File: config.mk
export PLATFORM = sky130hd
export DESIGN_NAME = instr_decode_issue
export DESIGN_NICKNAME = d
export VERILOG_FILES = /design/src/rtl/instr_decode_issue.sv
export SDC_FILE = /design/constraint.sdc
export NUM_CORES = 1
export LEC_CHECK = 0
export ABC_AREA = 1
export CAP_MARGIN = 10
export CORE_UTILIZATION = 65
export DETAILED_ROUTE_END_ITERATION = 8
export DONT_BUFFER_PORTS = 1
export GPL_ROUTABILITY_DRIVEN = 0
export PLACE_DENSITY = 0.81
export RECOVER_POWER = 25
export SYNTH_ARGS = -nofsm -noshare
export SYNTH_HDL_FRONTEND = slang
export SYNTH_SLANG_ARGS = --single-unit
File: constraint.sdc
create_clock -name clk -period 3 [get_ports clk]
set_clock_uncertainty 0.15 [all_clocks]
set_input_delay 0.45 -clock clk [delete_from_list [all_inputs] [get_ports clk]]
set_output_delay 0.45 -clock clk [all_outputs]
set_load 0.02 [all_outputs]
File: src/rtl/instr_decode_issue.sv
// instr_decode_issue: three-cycle decode/issue of 16-bit instructions; IMM_SIGN_EXT_EN selects sign-extended immediates
module instr_decode_issue #(
  parameter int NREGS = 16,
  parameter int FLAG_W = 5,
  parameter int CARRY_BIT = 3
) (
  input  logic              clk,
  input  logic              reset,
  input  logic [15:0]       instr,
  input  logic              instr_valid,
  output logic              instr_ready,
  input  logic [FLAG_W-1:0] flags_in,
  output logic [3:0]        alu_op,
  output logic [3:0]        a_sel,
  output logic [3:0]        b_sel,
  output logic [15:0]       imm,
  output logic              use_imm,
  output logic [NREGS-1:0]  reg_en,
  output logic              cin,
  output logic [FLAG_W-1:0] flags_q,
  output logic              done,
  output logic              illegal,
  output logic [15:0]       retired
);
  typedef enum logic [1:0] {IDLE, DECODE, EXEC} state_t;
  state_t state, state_n;
  logic [15:0] ir;
  logic rr, busy, legal, sets_flags;
  logic [3:0] code;
  logic [15:0] imm_ext;
  assign rr = ir[15:12] == 4'h0;
  assign code = rr ? ir[7:4] : ir[15:12];
  assign legal = code inside {4'h5, 4'h9, 4'hB, 4'h1, 4'h2, 4'h3, 4'hD};
  assign sets_flags = code inside {4'h5, 4'h9, 4'hB};
  assign busy = state != IDLE;
`ifdef IMM_SIGN_EXT_EN
  assign imm_ext = {{8{ir[7]}}, ir[7:0]};
`else
  assign imm_ext = {8'h00, ir[7:0]};
`endif
  assign instr_ready = state == IDLE;
  assign alu_op = busy ? code : 4'h0;
  assign a_sel = busy ? ir[11:8] : 4'h0;
  assign b_sel = busy ? ir[3:0] : 4'h0;
  assign use_imm = busy && !rr;
  assign imm = use_imm ? imm_ext : 16'h0000;
  // an op being abandoned by reset must neither write nor retire
  assign done = state == EXEC && !reset;
  assign reg_en = (done && code != 4'hB) ? NREGS'(1) << ir[11:8] : '0;
  assign cin = flags_q[CARRY_BIT];
  // next state: accept, then either execute or drop an undefined code
  always_comb begin
    state_n = state;
    state_n = state == IDLE ? (instr_valid ? DECODE : IDLE) :
              state == DECODE ? (legal ? EXEC : IDLE) : IDLE;
  end
  // state, instruction latch, flags, sticky illegal and retire count
  always_ff @(posedge clk) begin
    if (reset) begin
      state <= IDLE;
      ir <= '0;
      flags_q <= '0;
      illegal <= 1'b0;
      retired <= '0;
    end else begin
      state <= state_n;
      if (state == IDLE && instr_valid) ir <= instr;
      if (state == DECODE && !legal) illegal <= 1'b1;
      if (state == EXEC) begin
        retired <= retired + 16'd1;
        if (sets_flags) flags_q <= flags_in;
      end
    end
  end
endmodule

## Word level (Yosys, flattened, before mapping)

Index checks and enable logic that the tools add are counted.

- Output and inout bits: 70
- Word-level logic and storage cells: 41
- Register bits: 40
- Memories kept: 0
- Input port bits: 24
- RAM bits: 0
- Memory bits (read-only): 0
- Latch bits: 0

- Order comparisons: 0
- Add/sub/neg operators: 1
- Bitwise gates (word level): 0
- Multiplexer cells: 10
- Reductions and logical operators: 14
- Multiply operators: 0
- Shift operators: 1
- Divide/modulo/power cells: 0
- Eq/ne operators: 10

Operator list:

| cell | number |
|---|---|
| $add A16 B1 Y16 const B | 1 |
| $mux W16 | 1 |
| $mux W4 | 4 |
| $shl A1 B4 Y16 const A | 1 |
| $eq A4 B4 Y1 const B | 3 |
| $eq A4 B2 Y1 const B | 2 |
| $mux W8 | 1 |
| $reduce_bool A7 Y1 | 1 |
| $mux W2 | 3 |
| $logic_and A1 B1 Y1 | 5 |
| $eq A4 B1 Y1 const B | 1 |
| $eq A4 B3 Y1 const B | 1 |
| $logic_not A4 Y1 | 1 |
| $ne A4 B4 Y1 const B | 1 |
| $logic_not A1 Y1 | 3 |
| $reduce_bool A3 Y1 | 1 |
| $eq A2 B1 Y1 const B | 1 |
| $eq A2 B2 Y1 const B | 1 |
| $logic_not A2 Y1 | 1 |
| $reduce_and A2 Y1 | 1 |
| $reduce_bool A2 Y1 | 1 |
| $mux W1 | 1 |

## Logic depth before layout (Yosys ltp)

Gate-level depths: netlist of the first run.

- Depth in word-level cells: 7
- Gate-level depth with buffers: 10
- Depth with buffers taken out: 10

## Worst setup path before layout of the first run

No wires, ideal clock.

- Path kind: in2out
- Start point: input reset
- End point: output reg_en[0]
- Slack: 0.661 ns
- Stages on the path: 4
- Buffers on the path: 1
- Required time: 2.400 ns
- Arrival time: 1.739 ns
- Path through: clkbuf_1 -> nor2_1 -> nand2_1 -> nor3_1

- Cells in the longest elaborated chain, start to end: 4

Ends and longest elaborated chain:

| item | line | text |
|---|---|---|
| start, declared | 8 | `input logic reset,` |
| $logic_not A1 Y1 | 48 | `assign done = state == EXEC && !reset;` |
| $logic_and A1 B1 Y1 | 48 |  |
| named net done | 21 | `output logic done,` |
| $logic_and A1 B1 Y1 | 49 | `assign reg_en = (done && code != 4'hB) ? NREGS'(1) << ir[11:8] : '0;` |
| $mux W16 | 49 |  |
| end, declared | 18 | `output logic [NREGS-1:0] reg_en,` |

The timed path passes the listed nets, and every way through them passes these cells.

## Final worst setup path of the first run

- Start point: register state[1]
- End point: output reg_en[12]

- Cells in the longest elaborated chain, start to end: 4

Ends and longest elaborated chain:

| item | line | text |
|---|---|---|
| start, declared | 26 | `state_t state, state_n;` |
| start signal, assigned | 66 | `state <= state_n;` |
| $eq A2 B2 Y1 | 48 |  |
| $logic_and A1 B1 Y1 | 48 |  |
| $logic_and A1 B1 Y1 | 49 |  |
| $mux W16 | 49 |  |

Every way passes these cells.

==> results of run 1 <==
==> state kept, by name, indices dropped and copies added, names as in the netlist <==
name / flops
flags_q: 5
ir: 16
retired: 16
illegal: 1
state: 2
==> path summary, 6_finish.rpt <==
path	startpoint	to	slack, ps	depth (start not counted)
worst max-delay path	state[1]	reg_en[12]	340	7
worst min-delay path	reset	retired[5]	30	1
worst max register to register	state[0]	ir[15]	990	5
worst min register to register	ir[2]	ir[2]	310	2
==> metrics by stage <==
stage          total power [uW]  setup WS, ps  utilization, %
3_5_place_dp                731           716            72.5
3_3_place_gp                728           769            72.5
2_1_floorplan               716           661               -
6_report                   1070           338            75.8
4_1_cts                    1070           331            75.5
5_1_grt                    1120           105            75.8
==> cell usage in the layout, fill, tap and decap left out, types with 2 or more instances in the layout <==
cell type,n
nand3_2,2
nand3b_1,2
buf_4,10
a21oi_1,31
inv_1,49
nand4_1,2
nor2_2,2
dlygate4sd3_1,2
nand3_1,24
conb_1,8
clkbuf_4,5
o21ai_0,22
a211oi_1,2
nor3_1,12
nor2_1,53
nor2_4,2
dfxtp_1,40
nand2_1,41
==> worst register-to-register path, delay by kind of cell, from the launching register on <==
family / cells / cell delay, ps
buffers and inverters: 1 / 240
flip-flops: 1 / 360
AO/OA/AOI/OAI: 2 / 480
AND/OR/NAND/NOR: 2 / 650
==> layout make-up <==
class,instances,area (um2)
clock inverter,2,35.0
sequential,40,801
fill,240,689
timing repair buffer,12,95.1
tap,31,38.8
multi-input combinational,208,968
clock buffer,6,41.3
inverter,49,184
==> logic make-up after synthesis <==
family | count (synthesis) | synth area share [%]
flip-flops | 40 | 39.4
XOR/XNOR | 1 | 0.431
AND/OR/NAND/NOR | 141 | 30.6
buffers and inverters | 68 | 14.3
adder cells (fa/ha/maj) | 1 | 0.615
other | 1 | 0.184
AO/OA/AOI/OAI | 57 | 14.5
==> power groups by stage <==
stage                     logic [uW]  registers [uW]  clock network (uW)
after floorplan                  136             580                   0
after global placement           143             585                   0
after detailed placement         145             585                   0
after CTS                        147             573                 351
after global routing             169             577                 371
final                            149             573                 346
==> metal layers <==
metal / track usage, % / part of all wire (%) / up-vias
met2: 41.2 / 45 / 74
met3: 8.71 / 7.9 / 9
met4: 9.18 / 1.7 / 0
met5: 0 / 0 / -
met1: 30.1 / 46 / 800
li1: - / - / 976
==> run_results.csv, run 1 <==
group,metric,value,unit
outcome,status,"complete, but fails checks",
outcome,violations,"DRC",
sta,timing.final.crit_share,88.7,%
clock_network,cts_buffers,5,
pwr,clock_power_share,32.4,%
clock_network,post_cts_buffers,0,
clock_network,cts.sink_count,40,
sta,hold_slack,28.3,ps
sta,rsz0062_at_grt,"false",
worst_setup_path,critPathBufInv,3,
clock_network,cts_tree,"built",
layout,syn2layout_area_growth,6.40,%
clock_network,clock-root-buffer,"clkbuf_4",
worst_setup_path,critical_path_class,"reg -> out",
detailed_routing,num_vias,1859,
yosys,synth_top_area_cell,"dfxtp_1",
sta,layout_min_cycle_time,2660,ps
floorplanning,start_util,71.3,%
pwr,power.density,494,mW/mm2
detailed_routing,drtIter0Drc,101,
yosys,syn_inst,309,
worst_setup_path,crit_family,"simple AND/OR/NAND/NOR gates",
clock_network,clk_latency,350,ps
yosys,seq_area_frac_synth,39.4,%
detailed_routing,ant_nets,0,
yosys,synthTopCellsByCount,"53 x nor2_1, 49 x inv_1, 41 x nand2_1",
global_route,grt_pass1_vias,1555,
worst_setup_path,crit_fanout,16,
worst_setup_path,cp_slowest_stage_delay,380,ps
clock_network,htree_levels,2,
global_route,grt_start_max_net_pins,34,
global_route,grt_pass1_wl,6510,um
clock_network,clk_path_buf_depth,2,
floorplanning,die_height,57.9,um
floorplanning,dieArea,0.00336,mm2
detailed_routing,avgViaCountPerCell,5.34,
worst_setup_path,required,2400,ps
pwr,power.leakage,0.000934,uW
yosys,synth_area_leaders,"dfxtp_1 39%, nor2_1 9.8%, inv_1 9.0%, a21oi_1 7.6%, nand2_1 7.6%",
yosys,ys_types,24,
placement,hpwl,2930,um
sta,timing.fmax,376,MHz
clock_network,cts_resized,0,
run,cap_viol_max_count,0,
global_route,antenna_found_initial,0,
pwr,p_sw_share,28.4,%
sta,worstMarginPinSlew,848,ps
yosys,yosys_warnings,0,
worst_setup_path,worstSetupEndpointType,"output port",
worst_setup_path,crit_path_top_delay_cell,"nor2_1",
worst_setup_path,critPathLaunchType,"flip-flop",
detailed_routing,post-route-drc-count,8,
clock_network,clk_pin_slew_worst_paths,110,ps
pwr,p_comb_share,13.9,%
placement,post_dp_cell_area,0.00207,mm2
placement,port_buffers,0,
yosys,ys_ff_latch,40,
sta,slew_headroom,43.3,%
detailed_routing,dr.pass1.iters,7,
worst_setup_path,cp_cell_sequence,"inv_1, nor2_4, inv_1, nor2_1, buf_4, nand3_1, nor2_1",
yosys,yosys.area.top_type_share,39.4,%
yosys,synth_edf_count,0,
layout,n_antenna_cell,0,
yosys,synth_ff_type,"dfxtp_1",
floorplanning,design.core.area,0.00285,mm2
floorplanning,pin_count,94,
min_path,hp-class,"in -> reg",
layout,stdcell_area,0.00216,mm2
placement,dp.cells,338,
yosys,avgSynthCellArea,6.58,um2
sta,finalHoldViolCount,0,
clock_network,hold_buffers,1,
floorplanning,row_count,19,
global_route,grt_usage,25.0,%
pwr,seq_power_share,53.7,%
sta,tns,0,ps
pwr,p_int,765,uW
sta,setup_viol,0,
layout,drive_gt1_share,7.57,%
pwr,ir_drop,333,uV
detailed_routing,drt_wl_total,4080,um
yosys,yosysMostFrequentCell,"nor2_1",
yosys,netlist_area,0.00203,mm2
layout,fin_cells,348,
yosys,async_reset_ff_share,0,%
sta,drv_slew,0,
layout,num-nets-final,341,
worst_setup_path,crit_arrival,2060,ps
detailed_routing,wl_per_cell,11.7,um
global_route,grt.overflow.total,0,
pwr,p_sw,303,uW
floorplanning,dieWidth,57.9,um
Power figures use the tool's default switching activity.
==> run 2: changes to the inputs <==
--- a/config.mk
+++ b/config.mk
@@ -7,12 +7,13 @@
 export LEC_CHECK = 0
 export ABC_AREA = 1
 export CAP_MARGIN = 10
-export CORE_UTILIZATION = 65
+export CORE_UTILIZATION = 45
 export DETAILED_ROUTE_END_ITERATION = 8
 export DONT_BUFFER_PORTS = 1
 export GPL_ROUTABILITY_DRIVEN = 0
-export PLACE_DENSITY = 0.81
+export PLACE_DENSITY = 0.6
 export RECOVER_POWER = 25
 export SYNTH_ARGS = -nofsm -noshare
 export SYNTH_HDL_FRONTEND = slang
 export SYNTH_SLANG_ARGS = --single-unit
+export TNS_END_PERCENT = 10
==> run 2 against run 1 <==
The run now ends clean. Setup slack gained 70 ps. Register-to-register slack lost 110 ps. Global-route usage shrank 5.8 points. Clock power shrank 3%. Maximum frequency grew 2.7%. Total power shrank 0.77%. Flip-flop and latch count is the same. Die area grew 43%. Wire length grew 8.9%. First-iteration DRC count shrank 17%. Sequential power is essentially flat. Non-clock buffer count grew 1. Critical path type unchanged. Largest power group unchanged.
==> run_results.csv, run 2 (same netlist as run 1, synthesis figures left out) <==
group,metric,value,unit
outcome,status,"finished clean",
global_route,grt.overflow.total,0,
clock_network,clk_pin_slew_worst_paths,80,ps
detailed_routing,avgViaCountPerCell,5.03,
worst_setup_path,critPathLaunchType,"flip-flop",
sta,finalHoldViolCount,0,
layout,drive_gt1_share,8.20,%
global_route,grt_pass1_vias,1656,
worst_setup_path,r2r_end,"ir[14]",
placement,port_buffers,0,
min_path,hold_end,"retired[13]",
worst_setup_path,worstSetupEndpointType,"output port",
sta,setup_viol,0,
min_path,hold_path_startpoint,"reset",
pwr,p_int,749,uW
pwr,seq_power_share,54.1,%
sta,timing.final.crit_share,86.4,%
clock_network,clock-root-buffer,"clkbuf_8",
clock_network,cts.sink_count,40,
clock_network,hold_buffers,0,
worst_setup_path,critical_path_class,"reg -> out",
worst_setup_path,r2r_cells,4,
run,cap_viol_max_count,0,
pwr,power.density,483,mW/mm2
floorplanning,row_count,24,
clock_network,cts_buffers,5,
floorplanning,dieArea,0.00479,mm2
layout,reg_top3,"ir x16, retired x16, flags_q x5",
layout,fillers,455,
layout,n_antenna_cell,0,
global_route,antenna_found_initial,0,
floorplanning,die_height,69.2,um
detailed_routing,ant_nets,0,
pwr,p_sw,310,uW
worst_setup_path,crit_arrival,1990,ps
worst_setup_path,required,2400,ps
detailed_routing,drtIter0Drc,84,
placement,hpwl,3310,um
sta,rsz0062_at_grt,"false",
sta,worstMarginPinSlew,885,ps
clock_network,clk_path_buf_depth,2,
clock_network,post_cts_buffers,0,
pwr,p_comb_share,14.2,%
floorplanning,start_util,46.7,%
sta,drv_slew,0,
sta,tns,0,ps
sta,layout_min_cycle_time,2590,ps
global_route,grt_usage,19.2,%
worst_setup_path,rr_startpoint,"state[0]",
clock_network,cts_resized,0,
global_route,grt_pass1_wl,7490,um
global_route,grt_start_max_net_pins,33,
floorplanning,pin_count,94,
detailed_routing,post-route-drc-count,0,
sta,timing.fmax,386,MHz
layout,final_cell_mix,"53 x nor2_1, 49 x inv_1, 41 x nand2_1",
placement,place_ws,721,ps
sta,slew_headroom,40.9,%
clock_network,cts_tree,"built",
detailed_routing,drt_wl_total,4440,um
pwr,p_sw_share,29.3,%
detailed_routing,num_vias,1857,
detailed_routing,dr.pass1.iters,4,
min_path,holdPathStages,1,
detailed_routing,wl_per_cell,12.0,um
pwr,clock_power_share,31.7,%
worst_setup_path,crit_fanout,16,
sta,fin_ws,407,ps
floorplanning,dieWidth,69.2,um
min_path,hp-class,"in -> reg",
clock_network,clk_latency,290,ps
worst_setup_path,r2r_slack,880,ps
clock_network,htree_levels,2,
layout,final_common_cell,"nor2_1",
layout,syn2layout_area_growth,7.88,%
floorplanning,design.core.area,0.00435,mm2
pwr,power.leakage,0.000939,uW
pwr,ir_drop,351,uV
layout,num-nets-final,342,
[run 2: cell count changes in the layout (fill, tap and decap cells not counted), sizes merged]
cell	change
buf	+3
bufinv	-1
dlygate4sd3	-2
[run 2: layer usage]
layer | wire (um) | up-vias | share of wire, % | GRT usage (%)
li1 | - | 975 | - | -
met1 | 2090 | 817 | 47 | 24.6
met2 | 1970 | 60 | 44 | 30.6
met3 | 322 | 5 | 7.3 | 6.69
met4 | 50 | 0 | 1.1 | 5.44
met5 | 0 | - | 0 | 0
[run 2: metrics by stage]
step	std cells	power, uW	cell area (um2)	hold slack (ps)	util [%]
global placement	362	736	2120	292	48.6
CTS	369	1070	2190	60.9	50.4
floorplan	316	716	2060	280	-
finish	369	1060	2190	70.2	50.4
detailed placement	362	738	2120	298	48.6
global route	369	1130	2190	49.8	50.4
[run 2: power groups by stage]
stage	logic, uW	registers (uW)	clock network (uW)
2_1_floorplan	136	580	0
5_1_grt	174	576	376
6_report	151	573	336
3_5_place_dp	152	585	0
4_1_cts	153	573	349
3_3_place_gp	151	585	0
[run 2: worst max-delay path by stage]
stage                     cells past startpoint  slack [ps]    endpoint  startpoint
after floorplan                               4         660   reg_en[0]       reset
after CTS                                     6         390  reg_en[10]    state[1]
final                                         6         410  reg_en[14]    state[1]
after detailed placement                      6         720  reg_en[10]    state[1]
after global routing                          6         220   reg_en[8]    state[1]
after global placement                        6         690  reg_en[10]    state[1]
[run 2: critical path: stages (launching register included)]
cell	delay, ps
dfxtp_1	360
inv_1	80
nor2_4	300
inv_1	140
nor2_1	180
nand3_1	240
nor2_1	390
[run 2: area by class of cell]
cell class	instances	area (um2)	share of cell area, %
Inverter	49	184	8.39
Clock buffer	6	72.6	3.31
Clock inverter	1	5.00	0.228
Timing Repair Buffer	13	97.6	4.45
Tap cell	52	65.1	2.97
Sequential cell	40	801	36.5
Multi-Input combinational cell	208	968	44.2
